File: src/rtl/codec_init_sequencer_if.sv
// I2C controller request/response bus between the codec init sequencer (master)
// and the I2C controller (slave).
interface codec_init_sequencer_if;
  logic        i2c_start;
  logic        i2c_rnw;
  logic [15:0] i2c_address;
  logic [7:0]  i2c_wdata;
  logic        i2c_done;
  logic [7:0]  i2c_rdata;

  modport master (
    output i2c_start, i2c_rnw, i2c_address, i2c_wdata,
    input  i2c_done, i2c_rdata
  );

  modport slave (
    input  i2c_start, i2c_rnw, i2c_address, i2c_wdata,
    output i2c_done, i2c_rdata
  );
endinterface

File: src/rtl/codec_init_sequencer.sv
// ADAU1761 power-up sequencer: walks a register table, writes each entry over I2C,
// optionally reads it back, retries failures and reports done or error.
module codec_init_sequencer #(
  parameter int unsigned C_NUM_REGS     = 16,
  parameter logic [23:0] C_POWERUP_WAIT = 24'd1000,
  parameter logic [23:0] C_TIMEOUT      = 24'd100000,
  parameter logic [2:0]  C_MAX_RETRY    = 3'd3
) (
  input  logic                          clk,
  input  logic                          rst,
  input  logic                          go,
  output logic [7:0]                    tbl_index,
  input  logic [24:0]                   tbl_entry,
  codec_init_sequencer_if.master        i2c,
  output logic                          init_done,
  output logic                          init_error,
  output logic [7:0]                    err_index
);

  typedef enum logic [3:0] {
    S_WAIT,
    S_FETCH,
    S_WRITE,
    S_WRITE_WAIT,
    S_READ,
    S_READ_WAIT,
    S_NEXT,
    S_DONE,
    S_ERROR
  } state_t;

  localparam logic [7:0] LAST_INDEX = 8'(C_NUM_REGS - 1);

  state_t      state;
  state_t      next_state;
  logic [23:0] wait_cnt;
  logic [23:0] tmo_cnt;
  logic [2:0]  retry_cnt;
  logic [2:0]  retry_next;
  logic        verify_q;
  logic        tmo_hit;
  logic        fail;

  assign tmo_hit    = (tmo_cnt == C_TIMEOUT - 24'd1);
  assign retry_next = retry_cnt + 3'd1;

  // NOTE: reset is synchronous and active-low, so it lives inside the clocked branch.
  always_ff @(posedge clk) begin
    if (!rst) state <= S_WAIT;
    else      state <= next_state;
  end

  always_comb begin
    // NOTE: defaults first so no path through the case leaves a signal unassigned (no latches).
    next_state = state;
    fail       = 1'b0;
    case (state)
      S_WAIT:       if (wait_cnt == C_POWERUP_WAIT - 24'd1) next_state = S_FETCH;
      S_FETCH:      next_state = S_WRITE;
      S_WRITE:      next_state = S_WRITE_WAIT;
      S_WRITE_WAIT: begin
        // A done pulse beats a simultaneous timeout.
        if (i2c.i2c_done)  next_state = verify_q ? S_READ : S_NEXT;
        else if (tmo_hit)  fail = 1'b1;
      end
      S_READ:       next_state = S_READ_WAIT;
      S_READ_WAIT: begin
        if (i2c.i2c_done) begin
          if (i2c.i2c_rdata == i2c.i2c_wdata) next_state = S_NEXT;
          else                                 fail = 1'b1;
        end else if (tmo_hit) begin
          fail = 1'b1;
        end
      end
      S_NEXT:       next_state = (tbl_index == LAST_INDEX) ? S_DONE : S_FETCH;
      S_DONE,
      S_ERROR:      if (go) next_state = S_FETCH;
      default:      next_state = S_WAIT;
    endcase

    // Any failure restarts the entry from its write, or gives up once retries run out.
    if (fail) next_state = (retry_next == C_MAX_RETRY) ? S_ERROR : S_WRITE;
  end

  // NOTE: all state updates use non-blocking assignments so every register samples pre-edge values.
  always_ff @(posedge clk) begin
    if (!rst) begin
      wait_cnt        <= '0;
      tmo_cnt         <= '0;
      retry_cnt       <= '0;
      verify_q        <= 1'b0;
      tbl_index       <= '0;
      i2c.i2c_start   <= 1'b0;
      i2c.i2c_rnw     <= 1'b0;
      i2c.i2c_address <= '0;
      i2c.i2c_wdata   <= '0;
      init_done       <= 1'b0;
      init_error      <= 1'b0;
      err_index       <= '0;
    end else begin
      // Request strobes are registered so they are high exactly while in S_WRITE/S_READ.
      i2c.i2c_start <= (next_state == S_WRITE) || (next_state == S_READ);
      if (next_state == S_WRITE) i2c.i2c_rnw <= 1'b0;
      if (next_state == S_READ)  i2c.i2c_rnw <= 1'b1;

      case (state)
        S_WAIT: wait_cnt <= wait_cnt + 24'd1;
        S_FETCH: begin
          verify_q        <= tbl_entry[24];
          i2c.i2c_address <= tbl_entry[23:8];
          i2c.i2c_wdata   <= tbl_entry[7:0];
          retry_cnt       <= '0;
        end
        S_WRITE,
        S_READ:       tmo_cnt <= '0;
        S_WRITE_WAIT,
        S_READ_WAIT:  tmo_cnt <= tmo_cnt + 24'd1;
        S_NEXT: begin
          if (next_state == S_FETCH) tbl_index <= tbl_index + 8'd1;
          else                       init_done <= 1'b1;
        end
        S_DONE,
        S_ERROR: begin
          if (go) begin
            init_done  <= 1'b0;
            init_error <= 1'b0;
            tbl_index  <= '0;
          end
        end
        default: ;
      endcase

      if (fail) begin
        retry_cnt <= retry_next;
        if (next_state == S_ERROR) begin
          init_error <= 1'b1;
          err_index  <= tbl_index;
        end
      end
    end
  end

endmodule

File: src/flat_wrapper.sv
// flat-port wrapper written by rule: the top's interface ports become plain ports
module codec_init_sequencer_flat 
#(
  parameter int unsigned C_NUM_REGS     = 16,
  parameter logic [23:0] C_POWERUP_WAIT = 24'd1000,
  parameter logic [23:0] C_TIMEOUT      = 24'd100000,
  parameter logic [2:0]  C_MAX_RETRY    = 3'd3
)
  (clk, rst, go, tbl_index, tbl_entry, init_done, init_error, err_index, i2c_i2c_start, i2c_i2c_rnw, i2c_i2c_address, i2c_i2c_wdata, i2c_i2c_done, i2c_i2c_rdata);
  codec_init_sequencer_if i2c_i ();
  input  logic clk;
  input  logic rst;
  input  logic go;
  output logic [7:0] tbl_index;
  input  logic [24:0] tbl_entry;
  output logic init_done;
  output logic init_error;
  output logic [7:0] err_index;
  output wire logic [$bits(i2c_i.i2c_start)-1:0] i2c_i2c_start;
  output wire logic [$bits(i2c_i.i2c_rnw)-1:0] i2c_i2c_rnw;
  output wire logic [$bits(i2c_i.i2c_address)-1:0] i2c_i2c_address;
  output wire logic [$bits(i2c_i.i2c_wdata)-1:0] i2c_i2c_wdata;
  input wire logic [$bits(i2c_i.i2c_done)-1:0] i2c_i2c_done;
  input wire logic [$bits(i2c_i.i2c_rdata)-1:0] i2c_i2c_rdata;
  assign i2c_i2c_start = i2c_i.i2c_start;
  assign i2c_i2c_rnw = i2c_i.i2c_rnw;
  assign i2c_i2c_address = i2c_i.i2c_address;
  assign i2c_i2c_wdata = i2c_i.i2c_wdata;
  assign i2c_i.i2c_done = i2c_i2c_done;
  assign i2c_i.i2c_rdata = i2c_i2c_rdata;
  codec_init_sequencer #(.C_NUM_REGS(C_NUM_REGS), .C_POWERUP_WAIT(C_POWERUP_WAIT), .C_TIMEOUT(C_TIMEOUT), .C_MAX_RETRY(C_MAX_RETRY)) u_core (.clk(clk), .rst(rst), .go(go), .tbl_index(tbl_index), .tbl_entry(tbl_entry), .i2c(i2c_i), .init_done(init_done), .init_error(init_error), .err_index(err_index));
endmodule
File: config.mk
export PLATFORM = sky130hd
export DESIGN_NAME = codec_init_sequencer_flat
export DESIGN_NICKNAME = d
export VERILOG_FILES = /design/src/rtl/codec_init_sequencer_if.sv /design/src/rtl/codec_init_sequencer.sv /design/src/flat_wrapper.sv
export SDC_FILE = /design/constraint.sdc
export NUM_CORES = 1
export LEC_CHECK = 0
export CORE_AREA = 3 3 112 114
export DETAILED_ROUTE_END_ITERATION = 10
export DIE_AREA = 0 0 115 117
export PLACE_DENSITY = 0.65
export SLEW_MARGIN = 20
export SYNTH_ARGS = -nofsm -noshare
export SYNTH_HDL_FRONTEND = slang
export SYNTH_SLANG_ARGS = --single-unit
File: constraint.sdc
create_clock -name clk -period 2.6 [get_ports clk]
set_clock_uncertainty 0.1 [all_clocks]
set_input_delay 0.39 -clock clk [delete_from_list [all_inputs] [get_ports clk]]
set_output_delay 0.39 -clock clk [all_outputs]
set_load 0.02 [all_outputs]
# After elaboration in Yosys (flattened, before gate mapping)
# Index checks and enable logic that the tools add are counted.
[word_totals]
ff_bits = 100
elab_cells = 79
[op_classes]
eq_ne = 20
add_sub_neg = 4
reduce_logical = 12
muxes = 30
[op_table]
columns = ["op", "count"]
rows = [
  ["$add 24x1->24 const B", 2],
  ["$pmux 24 s2", 1],
  ["$pmux 4 s8", 1],
  ["$mux 4", 7],
  ["$eq 24x10->1 const B", 1],
  ["$eq 24x17->1 const B", 1],
  ["$eq 4x3->1 const B", 5],
  ["$mux 8", 2],
  ["$pmux 8 s2", 1],
  ["$eq 4x2->1 const B", 3],
  ["$mux 1", 12],
  ["$mux 3", 3],
  ["$add 8x1->8 const B", 1],
  ["$eq 4x1->1 const B", 2],
  ["$eq 4x4->1 const B", 2],
  ["$eq 8x4->1 const B", 1],
  ["$eq 8x8->1", 1],
  ["$reduce_bool 2->1", 4],
  ["$reduce_and 3->1", 2],
  ["$reduce_or 2->1", 3],
  ["$logic_not 4->1", 1],
  ["$ne 2x2->1 const B", 2],
  ["$pmux 1 s2", 2],
  ["$add 3x1->3 const B", 1],
  ["other kinds (5)", 5],
]

# Logic depth before layout (Yosys ltp)
[depth]
ltp_word = 8
ltp_mapped = 9

# Worst setup path before layout
# OpenSTA, ideal clock, no wires.
[synth_path]
kind = "flip-flop to flip-flop"
start = "register u_core.tmo_cnt[3]"
end = "register u_core.tmo_cnt[23]"
setup_time_ps = 136
stages_incl_launch_ff = 7
arrival_ps = 2151
period_less_slack_ps = 2387
n_path_buf = 0
setup_slack_ps = 213
path_cell_list = "dfxtp_1 > nand3_2 > or4_4 > or4_4 > or4_4 > xor2_1 > nor2_1"
[synth_between]
elab_chain_cells = 2
[synth_lines]
columns = ["item", "line", "text"]
rows = [
  ["from (decl)", "codec_init_sequencer.sv:37", "logic [23:0] tmo_cnt;"],
  ["from (signal assigned)", "codec_init_sequencer.sv:117", "S_READ_WAIT: tmo_cnt <= tmo_cnt + 24'd1;"],
  ["$add 24x1->24", "codec_init_sequencer.sv:117", ""],
  ["$pmux 24 s2", "codec_init_sequencer.sv:106", "case (state)"],
]
# Every way passes these cells.
# A chain may end at the register's enable or synchronous reset.

# Final worst setup path
[layout_path]
start = "register u_core.tmo_cnt[0]"
end = "register u_core.tmo_cnt[23]"
# The elaborated chain is that of the path after synthesis.

==> reports/metrics.cfg <==
[floorplan]
core_region_area_um2 = 11500
die_h_um = 117
initial_core_util_pct = 41.8
fp-row-count = 39
boundaryPins = 81
die_w_um = 115
die_area_um2 = 13500

[placed_design]
gp_congestion = 0.832
place_area_um2 = 5880
dp_cells = 800
io_buffers = 80
dp_hpwl_um = 7540
pre_cts_slack_ns = -0.172

[synthesis]
yosys-top-cells-area = dfxtp_1 42%, nand2_1 8.3%, a21boi_0 6.2%, xnor2_1 3.6%, and2_1 3.5%
syn_area_um2 = 4810
seq_area_frac_synth_pct = 41.6
syn_nets = 624
synth_xor_xnor_area_share_pct = 6.19
yosysWarnings = 0
synth-simple-area-share_pct = 31.5
synth_edf_count = 0
ys_types = 46
ys_seq_elements = 100
synthFlopType = dfxtp_1
yosysTopAreaCellShare_pct = 41.6
syn_inst = 582
synth.mux.area_fraction_pct = 2.08
synth_fa_ha_area_share_pct = 1.51
avgSynthCellArea_um2 = 8.27
synth_compound_area_share_pct = 14.2
async_flop_share_pct = 0
synth_top_family_by_area = simple AND/OR/NAND/NOR gates
yosys.area.top_type = dfxtp_1

[timing]
hold_violations = 0
worstMarginPinSlew_ns = 0.678
setup_violations = 0
fmaxAchievable_mhz = 401
grt_setup_unrepaired = true
final.min_clock_period_ns = 2.49
fin_ws_ns = 0.106
maxSlewHeadroom_pct = 54.3
finalCritPeriodShare_pct = 95.9
worst_hold_slack_ns = 0.366
slew_violations = 0

[run_status]
outcome = completed

[grt]
grt-ovfl-total = 0
grt_pass1_wl_um = 18900
grt_start_max_net_pins = 66
grt.total_usage_pct = 17.4
grt_antenna_before_repair = 0
grt_pass1_vias = 4177

[cts]
clockRootBuffer = clkbuf_16
tritoncts.num_buffers = 9
cts_tree = done
clock-sinks = 100
cts_max_path_buffers = 2
clock_latency_ns = 0.35
post_cts_buffers = 0
htree_levels = 3
cts.clk_slew.worst_paths_ns = 0.07

[detailed_routing]
num_vias = 4195
totalWireLength_um = 10900
first_iter_violations = 179
drc = 0
firstDrtPassIters = 5
ant_nets = 0
vias_per_cell = 5.15
wl_per_cell_um = 13.3

[critical_path]
critPathLaunchType = flip-flop
crit_fanout = 5
critPathKind = reg -> reg
regToRegSetupSlack_ns = 0.11
cp.arrival_ns = 2.61
worst-endpoint-required_ns = 2.72
end_kind = flip-flop

[power]
powerDensity_nw_per_um2 = 473
finalPower_w = 0.00293
p_leak_nw = 2.14
peakVddDrop_mv = 0.404

[final_layout]
multi_input_area_um2 = 2690
antennaDiodeCount = 0
fin_area_um2 = 6190
fillers = 1046
drive_above_1_share_pct = 8.93
nets = 710
area_growth_syn_to_layout_pct = 28.5
seq_area_um2 = 2000
fin_cells = 815

[hold_path]
min_path_type = reg -> reg

[run]
timing.max_cap.violations = 0

-- cell usage in the layout (no fill, tap or decap), types with 5 or more instances in the layout --
| cell type | n |
|---|---|
| dfxtp_1 | 99 |
| o21a_1 | 7 |
| clkbuf_16 | 9 |
| and2_1 | 27 |
| buf_4 | 22 |
| nor2b_1 | 24 |
| and3_1 | 14 |
| mux2i_1 | 9 |
| a21boi_0 | 40 |
| or4_1 | 5 |
| nand3_1 | 25 |
| xnor2_1 | 20 |
| clkdlybuf4s50_1 | 79 |
| inv_1 | 9 |
| ha_1 | 5 |
| nor2_1 | 19 |
| nand2_1 | 107 |
| nor4_1 | 9 |
| or2_2 | 5 |
| or3_1 | 13 |
| nor3_1 | 18 |
| o21ai_0 | 25 |
| a21oi_1 | 19 |
| xor2_1 | 14 |
-- cells in the mapped netlist, types with 2 or more instances --
cell	instances
xor2_1	14
a31oi_1	2
nor3_1	18
nand3_1	25
o211a_1	2
or2_2	5
or3b_2	3
ha_1	5
nor2_1	19
dfxtp_1	100
mux2i_1	10
inv_1	9
nor4_1	11
a21oi_1	19
o31ai_1	2
nand3_2	2
or4_4	3
o21a_1	7
or3_1	13
or4_1	5
and2_1	27
nor4b_1	2
o21ai_0	25
and3_1	14
xnor2_1	20
nand4_1	3
clkbuf_1	27
a21boi_0	40
nand2_1	107
nor2b_1	24
nor3_2	2
and4_1	2
buf_1	2
-- worst max-delay path, cell delays in order (launching register included) --
cell and delay [ns]:
dfxtp_1 0.39, nand2_1 0.13, or4_4 0.55, or4_4 0.46, or4_4 0.54, xor2_1 0.15, nor2_1 0.05
-- metal layers --
layer,wire length (µm),GRT usage (%),part of all wire [%],up-vias
li1,-,-,-,2168
met2,4850,27.6,45,90
met4,152,5.79,1.4,0
met1,5040,21.0,46,1919
met5,0,0,0,-
met3,806,7.81,7.4,18
-- metrics by stage --
stage               setup TNS (ns)  utilization (%)
detailed placement          -0.373             51.1
finish                           0             53.7
floorplan                        0                -
global route               -0.0350             53.7
CTS                              0             53.5
global placement            -0.113             51.1
-- timing repair --
action | in CTS | in global routing
hold buffers | 0 | 0
gates resized for setup | 0 | 5
endpoints found under the setup margin | 0 | 7
-- sequential cells by signal, indices dropped and copies added (netlist names), 3 cells and up --
signal	flops
u_core.i2c.i2c_wdata	8
u_core.tbl_index	8
u_core.state	4
u_core.err_index	8
u_core.i2c.i2c_address	16
u_core.tmo_cnt	24
u_core.wait_cnt	24
u_core.retry_cnt	3
-- area by class of cell --
cell class,count,area share [%]
tap,143,2.89
multi-input combinational,444,43.5
inverter,9,0.546
clock buffer,12,4.15
clock inverter,3,0.364
sequential,100,32.4
timing repair buffer,104,16.2
-- where the power goes --
part	leakage (nW)	switching [W]	internal [W]
clock network	0.127	0.000587	0.000697
registers	0.806	0.00000318	0.00153
logic	1.21	0.0000361	0.0000694
total	2.14	0.000627	0.00230
-- final timing paths --
check / startpoint / endpoint / cells after the start
setup reg to reg: u_core.tmo_cnt[0]$_SDFFE_PN0P_ / u_core.tmo_cnt[23]$_SDFFE_PN0P_ / 6
hold / removal: u_core.i2c.i2c_address[3]$_SDFFE_PN0P_ / u_core.i2c.i2c_address[3]$_SDFFE_PN0P_ / 2
hold reg to reg: u_core.i2c.i2c_address[3]$_SDFFE_PN0P_ / u_core.i2c.i2c_address[3]$_SDFFE_PN0P_ / 2
setup / recovery: u_core.tmo_cnt[0]$_SDFFE_PN0P_ / u_core.tmo_cnt[23]$_SDFFE_PN0P_ / 6
-- kinds of logic after synthesis --
group                    after synthesis
flip-flops                           100
adder cells (fa/ha/maj)                6
AND/OR/NAND/NOR                      290
buffers and inverters                 38
AO/OA/AOI/OAI                        104
multiplexers                          10
XOR/XNOR                              34
Note: power is estimated with default switching activity, not from simulation.
